==> src/rtl/spi_pkg.sv <==
// Shared constants, frame layout helper and FSM state encoding for the SPI master.
// A frame is {6'b0, cmd, data}, shifted out MSB first.
package spi_pkg;

  localparam logic [1:0] CMD_NOP     = 2'b00;
  localparam logic [1:0] CMD_READ    = 2'b01;
  localparam logic [1:0] CMD_WRITE   = 2'b10;
  localparam logic [1:0] CMD_REPLACE = 2'b11;

  localparam int FRAME_BITS = 16;
  localparam int DATA_BITS  = 8;

  typedef enum logic [2:0] {IDLE, SETUP, HIGH, LOW, END} state_e;

  function automatic logic [FRAME_BITS-1:0] buildFrame(input logic [1:0] cmd,
                                                       input logic [DATA_BITS-1:0] data);
    return {{(FRAME_BITS-DATA_BITS-2){1'b0}}, cmd, data};
  endfunction

endpackage

==> src/rtl/spi_master_if.sv <==
// Host handshake plus four-wire SPI bus, bundled for the master and its counterpart.
interface spi_master_if;

  logic       start;
  logic [1:0] cmd;
  logic [7:0] tx_data;
  logic       busy;
  logic       done;
  logic [7:0] rx_data;
  logic       SCLK;
  logic       CS;
  logic       SDO;
  logic       SDI;

  modport master (
    input  start, cmd, tx_data, SDI,
    output busy, done, rx_data, SCLK, CS, SDO
  );

  modport slave (
    output start, cmd, tx_data, SDI,
    input  busy, done, rx_data, SCLK, CS, SDO
  );

endinterface

==> src/rtl/spi_clk_gen.sv <==
// Half-period timer: o_tick pulses on the last system cycle of each SCLK phase.
module spi_clk_gen #(
  parameter int CLK_DIV = 2
) (
  input  logic clk,
  input  logic rst,
  input  logic i_clear,
  input  logic i_enable,
  output logic o_tick
);

  localparam int CNT_W = $clog2(CLK_DIV + 1);
  localparam logic [CNT_W-1:0] LAST = CNT_W'(CLK_DIV - 1);

  logic [CNT_W-1:0] r_cnt;

  assign o_tick = i_enable && (r_cnt == LAST);

  always_ff @(posedge clk or posedge rst) begin
    if (rst) begin
      r_cnt <= '0;
    end else if (i_clear || !i_enable || o_tick) begin
      r_cnt <= '0;
    end else begin
      r_cnt <= r_cnt + 1'b1;
    end
  end

endmodule

==> src/rtl/spi_master.sv <==
// SPI master: one 16-bit command+data frame per accepted start, SCLK idle low,
// SDO changes on SCLK fall, SDI captured on the edge that raises SCLK.
module spi_master
  import spi_pkg::*;
#(
  parameter int CLK_DIV = 2
) (
  input logic          clk,
  input logic          rst,
  spi_master_if.master bus
);

  state_e                r_state;
  logic [FRAME_BITS-2:0] r_frame;
  logic [4:0]            r_bitCnt;
  logic [DATA_BITS-1:0]  r_rx;
  logic                  r_busy;
  logic                  r_done;
  logic                  r_sclk;
  logic                  r_cs;
  logic                  r_sdo;

  logic                  w_accept;
  logic                  w_phaseActive;
  logic                  w_tick;
  logic [4:0]            w_nextCnt;
  logic [FRAME_BITS-1:0] w_newFrame;

  assign w_accept      = (r_state == IDLE) && bus.start;
  assign w_phaseActive = (r_state == SETUP) || (r_state == HIGH) || (r_state == LOW);
  assign w_nextCnt     = r_bitCnt + 5'd1;
  assign w_newFrame    = buildFrame(bus.cmd, bus.tx_data);

  spi_clk_gen #(.CLK_DIV(CLK_DIV)) u_clkGen (
    .clk      (clk),
    .rst      (rst),
    .i_clear  (w_accept),
    .i_enable (w_phaseActive),
    .o_tick   (w_tick)
  );

  // r_frame holds only the not-yet-driven bits; bit 15 goes straight to SDO on accept.
  always_ff @(posedge clk or posedge rst) begin
    if (rst) begin
      r_state  <= IDLE;
      r_frame  <= '0;
      r_bitCnt <= '0;
      r_rx     <= '0;
      r_busy   <= 1'b0;
      r_done   <= 1'b0;
      r_sclk   <= 1'b0;
      r_cs     <= 1'b1;
      r_sdo    <= 1'b0;
    end else begin
      r_done <= 1'b0;
      case (r_state)
        IDLE: begin
          if (bus.start) begin
            r_frame  <= w_newFrame[FRAME_BITS-2:0];
            r_sdo    <= w_newFrame[FRAME_BITS-1];
            r_cs     <= 1'b0;
            r_busy   <= 1'b1;
            r_bitCnt <= '0;
            r_state  <= SETUP;
          end
        end
        SETUP, LOW: begin
          if (w_tick) begin
            if (r_state == LOW && r_bitCnt == 5'(FRAME_BITS)) begin
              r_cs    <= 1'b1;
              r_done  <= 1'b1;
              r_busy  <= 1'b0;
              r_state <= END;
            end else begin
              r_sclk   <= 1'b1;
              r_bitCnt <= w_nextCnt;
              // Data-phase rises sample the slave's SDO before the slave shifts it.
              if (w_nextCnt > 5'(DATA_BITS)) begin
                r_rx <= {r_rx[DATA_BITS-2:0], bus.SDI};
              end
              r_state <= HIGH;
            end
          end
        end
        HIGH: begin
          if (w_tick) begin
            r_sclk  <= 1'b0;
            r_frame <= {r_frame[FRAME_BITS-3:0], 1'b0};
            r_sdo   <= (r_bitCnt < 5'(FRAME_BITS)) ? r_frame[FRAME_BITS-2] : 1'b0;
            r_state <= LOW;
          end
        end
        END: begin
          r_state <= IDLE;
        end
        default: begin
          r_state <= IDLE;
        end
      endcase
    end
  end

  assign bus.busy    = r_busy;
  assign bus.done    = r_done;
  assign bus.rx_data = r_rx;
  assign bus.SCLK    = r_sclk;
  assign bus.CS      = r_cs;
  assign bus.SDO     = r_sdo;

endmodule
==> src/flat_wrapper.sv <==
// flat-port wrapper written by rule: the top's interface ports become plain ports
module spi_master_flat import spi_pkg::*;
#(
  parameter int CLK_DIV = 2
)
  (clk, rst, bus_start, bus_cmd, bus_tx_data, bus_SDI, bus_busy, bus_done, bus_rx_data, bus_SCLK, bus_CS, bus_SDO);
  spi_master_if bus_i ();
  input logic clk;
  input logic rst;
  input wire logic [$bits(bus_i.start)-1:0] bus_start;
  input wire logic [$bits(bus_i.cmd)-1:0] bus_cmd;
  input wire logic [$bits(bus_i.tx_data)-1:0] bus_tx_data;
  input wire logic [$bits(bus_i.SDI)-1:0] bus_SDI;
  output wire logic [$bits(bus_i.busy)-1:0] bus_busy;
  output wire logic [$bits(bus_i.done)-1:0] bus_done;
  output wire logic [$bits(bus_i.rx_data)-1:0] bus_rx_data;
  output wire logic [$bits(bus_i.SCLK)-1:0] bus_SCLK;
  output wire logic [$bits(bus_i.CS)-1:0] bus_CS;
  output wire logic [$bits(bus_i.SDO)-1:0] bus_SDO;
  assign bus_i.start = bus_start;
  assign bus_i.cmd = bus_cmd;
  assign bus_i.tx_data = bus_tx_data;
  assign bus_i.SDI = bus_SDI;
  assign bus_busy = bus_i.busy;
  assign bus_done = bus_i.done;
  assign bus_rx_data = bus_i.rx_data;
  assign bus_SCLK = bus_i.SCLK;
  assign bus_CS = bus_i.CS;
  assign bus_SDO = bus_i.SDO;
  spi_master #(.CLK_DIV(CLK_DIV)) u_core (.clk(clk), .rst(rst), .bus(bus_i));
endmodule
==> config.mk <==
export PLATFORM = sky130hd
export DESIGN_NAME = spi_master_flat
export DESIGN_NICKNAME = d
export VERILOG_FILES = /design/src/rtl/spi_pkg.sv /design/src/rtl/spi_master_if.sv /design/src/rtl/spi_clk_gen.sv /design/src/rtl/spi_master.sv /design/src/flat_wrapper.sv
export SDC_FILE = /design/constraint.sdc
export NUM_CORES = 1
export LEC_CHECK = 0
export CAP_MARGIN = 20
export CORE_MARGIN = 5
export CORE_UTILIZATION = 53
export DETAILED_ROUTE_END_ITERATION = 8
export PLACE_DENSITY = 0.78
export REMOVE_ABC_BUFFERS = 1
export SLEW_MARGIN = 0
export SYNTH_ARGS = -nofsm -noshare
export SYNTH_HDL_FRONTEND = slang
export SYNTH_SLANG_ARGS = --single-unit
==> constraint.sdc <==
create_clock -name clk -period 2.1 [get_ports clk]
set_input_delay 0.315 -clock clk [delete_from_list [all_inputs] [get_ports clk]]
set_output_delay 0.315 -clock clk [all_outputs]
set_load 0.02 [all_outputs]
==> flow_summary.toml <==
[placed_design]
place.gp.congestion = 0.801
dp_worst_setup_slack_ns = 0.193
dp_hpwl_um = 2360
io_buffers = 26

[timing]
max_freq_mhz = 522
period_minus_slack_ns = 1.91
rsz0062_at_grt = "no"
setup-violations-final = 0
hold_violations = 0
slew_violations = 0
finalCritPeriodShare_pct = 91.2
tns_ns = 0
slew_headroom_pct = 69.4
finalClockSkew_ns = 0.0107
layout_setup_ws_ns = 0.185
tightest_slew_ns = 0.460

[floorplanning]
dieArea_um2 = 4660
start_util_pct = 54.3
num_rows = 21
die_h_um = 68.2
fp.coreArea_um2 = 3310
pin_count = 27
die_w_um = 68.2

[critical_path]
regToRegSetupSlack_ns = 0.19
crit_fanout = 8
r2r_cells = 5
startpoint_type = "flip-flop"
end_kind = "flip-flop"
criticalPathCategory = "flip-flop to flip-flop"
timing.rr.end = "u_core.bus.rx_data[1]"
required_ns = 2.35
worstReg2RegStart = "u_core.r_bitCnt[0]"
arrival_ns = 2.17

[cells_and_area]
drive_gt1_share_pct = 14.9
synthToLayoutAreaGrowth_pct = 23.0
antennaDiodeCount = 0
num-nets-final = 211

[logic_synthesis]
synthesis.instances = 164
synth_adder_area_share_pct = 2.78
ys.warnings.count = 0
synthMuxAreaShare_pct = 11.7
synth_top_family_by_area = "compound AO/OA/AOI/OAI gates"
ys_seq_area_share_pct = 53.0
avgSynthCellArea_um2 = 11.0
synthXorXnorAreaFrac_pct = 0.974
netlist_area_um2 = 1800
ys_types = 36
yosys.area_share.simple_pct = 12.4
synth-compound-area-share_pct = 14.5
ys_ff_latch = 38

[power_and_ir_drop]
switching_power_mw = 1.13
power.density_nw_per_um2 = 1420
sw_frac_of_total_pct = 35.8
power_frac_comb_pct = 39.3
vdd_drop_max_uv = 694
intPower_mw = 2.02
p_leak_nw = 0.979
seqPwrFrac_pct = 39.9
clkPwrFrac_pct = 20.8

[clock_network]
htree_levels = 2
clockBufferDepth = 2
cts-root-buf = "clkbuf_4"
post_cts_buffers = 0
tritoncts = "done"
ctsHoldBuffers = 0
cts_buffers = 5
cts_sinks = 38
clk-insertion-delay-late_ns = 0.36
cts-resized-gates = 0
cts.clk_slew.worst_paths_ns = 0.12

[global_routing]
use_met2_pct = 28.5
antenna_found_initial = 0
grt_use_met1_pct = 19.2
grt_pass1_vias = 1277
grt_overflow = 0
grt-busiest-layer = "met2"
grt_max_degree = 39
grt_pass1_wl_um = 5660
use_met3_pct = 4.43
grt_use_total_pct = 17.1

[routing]
totalWireLength_um = 3360
vias_per_cell = 5.31
first_iter_violations = 92
routedWlPerCell_um = 14.0
drc = 0
drtPass1Iterations = 4
route.vias.total = 1275
antenna_left = 0

[worst_hold_path]
min_path_type = "primary input to async pin"

[job]
drv_cap = 0

[status]
status = "completed"
[critical path: stages (launching register included)]
cell and delay, ns:
dfrtp_1 0.48, ha_1 0.29, xnor2_1 0.14, a211oi_1 0.39, o21ai_4 0.18, mux2_4 0.33
[cells in the mapped netlist, drive strengths merged]
cell	count	share of area, %
a211oi	2	1.5
nor2	5	1.0
a21bo	1	0.56
nand2	26	5.6
mux2	8	6.7
o311a	1	0.56
mux2i	9	5.0
o22ai	1	0.35
and4	1	0.56
a21oi	9	2.5
nor4bb	1	1.4
a21o	1	0.49
a32o	1	0.56
o21ai	22	6.8
a31oi	1	0.35
buf	7	2.6
a41oi	1	0.49
nand3	3	0.83
o21a	1	0.42
dfstp	1	1.5
and2b	1	0.42
nor3	3	0.83
ha	4	2.8
and2	2	0.70
inv	8	1.7
nand2b	1	0.35
nor4	2	0.70
xnor2	2	0.97
clkbuf	2	0.42
dfrtp	37	51
[sequential cells by signal, indices dropped and copies added, names as in the netlist]
name and count:
u_core.r_bitCnt 5, u_core.bus.rx_data 8, u_core.bus.busy 1, u_core.bus.CS 1, u_core.bus.SDO 1, u_core.bus.SCLK 1, u_core.r_frame 15, u_core.r_state 3
u_core.u_clkGen.r_cnt 2, u_core.bus.done 1
[through the flow]
stage	area, um2	total power, mW	hold slack [ns]	utilization [%]	instances
2_1_floorplan	1740	2.08	0.416	-	155
3_3_place_gp	2100	2.43	0.428	63.4	232
3_5_place_dp	2100	2.52	0.438	63.4	232
4_1_cts	2210	3.18	0.355	66.8	240
5_1_grt	2210	3.38	0.381	66.8	240
6_report	2210	3.15	0.349	66.8	240
[routing by layer]
layer / part of all wire [%] / vias to the layer above
met3: 6.1 / 8
met2: 50 / 27
li1: - / 619
met4: 2.3 / 0
met1: 41 / 621
met5: 0 / -
[logic make-up after synthesis]
group | Yosys count
compound gates | 41
xor+xnor | 2
fa+ha+maj | 4
buf+inv | 17
flops | 38
mux | 17
simple gates | 45
[cell type report]
type	count	area (um2)
clock buffer	6	51.3
clock inverter	2	60.1
fill	274	1100
inverter	8	30.0
multi-input combinational	109	762
sequential	38	952
tap	46	57.6
timing repair buffer	31	298
[power groups by stage]
stage | Sequential, mW | Combinational [mW] | Clock, mW
after floorplan | 1.30 | 0.777 | 0
after global placement | 1.24 | 1.19 | 0
after detailed placement | 1.27 | 1.25 | 0
after CTS | 1.26 | 1.26 | 0.666
after global routing | 1.30 | 1.37 | 0.705
final | 1.26 | 1.24 | 0.654
[how the worst max path moves through the flow]
stage                     slack [ns]                startpoint                    end  cells past startpoint
after CTS                       0.16        u_core.r_bitCnt[0]  u_core.bus.rx_data[1]                      5
after floorplan                -0.02  u_core.u_clkGen.r_cnt[0]         u_core.bus.SDO                      4
final                           0.19        u_core.r_bitCnt[0]  u_core.bus.rx_data[1]                      5
after global routing            0.08        u_core.r_bitCnt[0]  u_core.bus.rx_data[5]                      5
after detailed placement        0.19        u_core.r_bitCnt[0]  u_core.bus.rx_data[1]                      5
after global placement          0.30        u_core.r_bitCnt[0]  u_core.bus.rx_data[0]                      5
[cells in the final DEF, fill, tap and decap left out, types with 5 or more instances in the layout]
cell	count
o21ai_0	18
mux2i_1	9
clkdlybuf4s50_1	26
nand2_1	25
dfrtp_1	37
inv_1	8
nor2_1	5
buf_4	5
clkbuf_4	5
mux2_4	8
a21oi_1	9
Note: power is estimated with default switching activity, not from simulation.
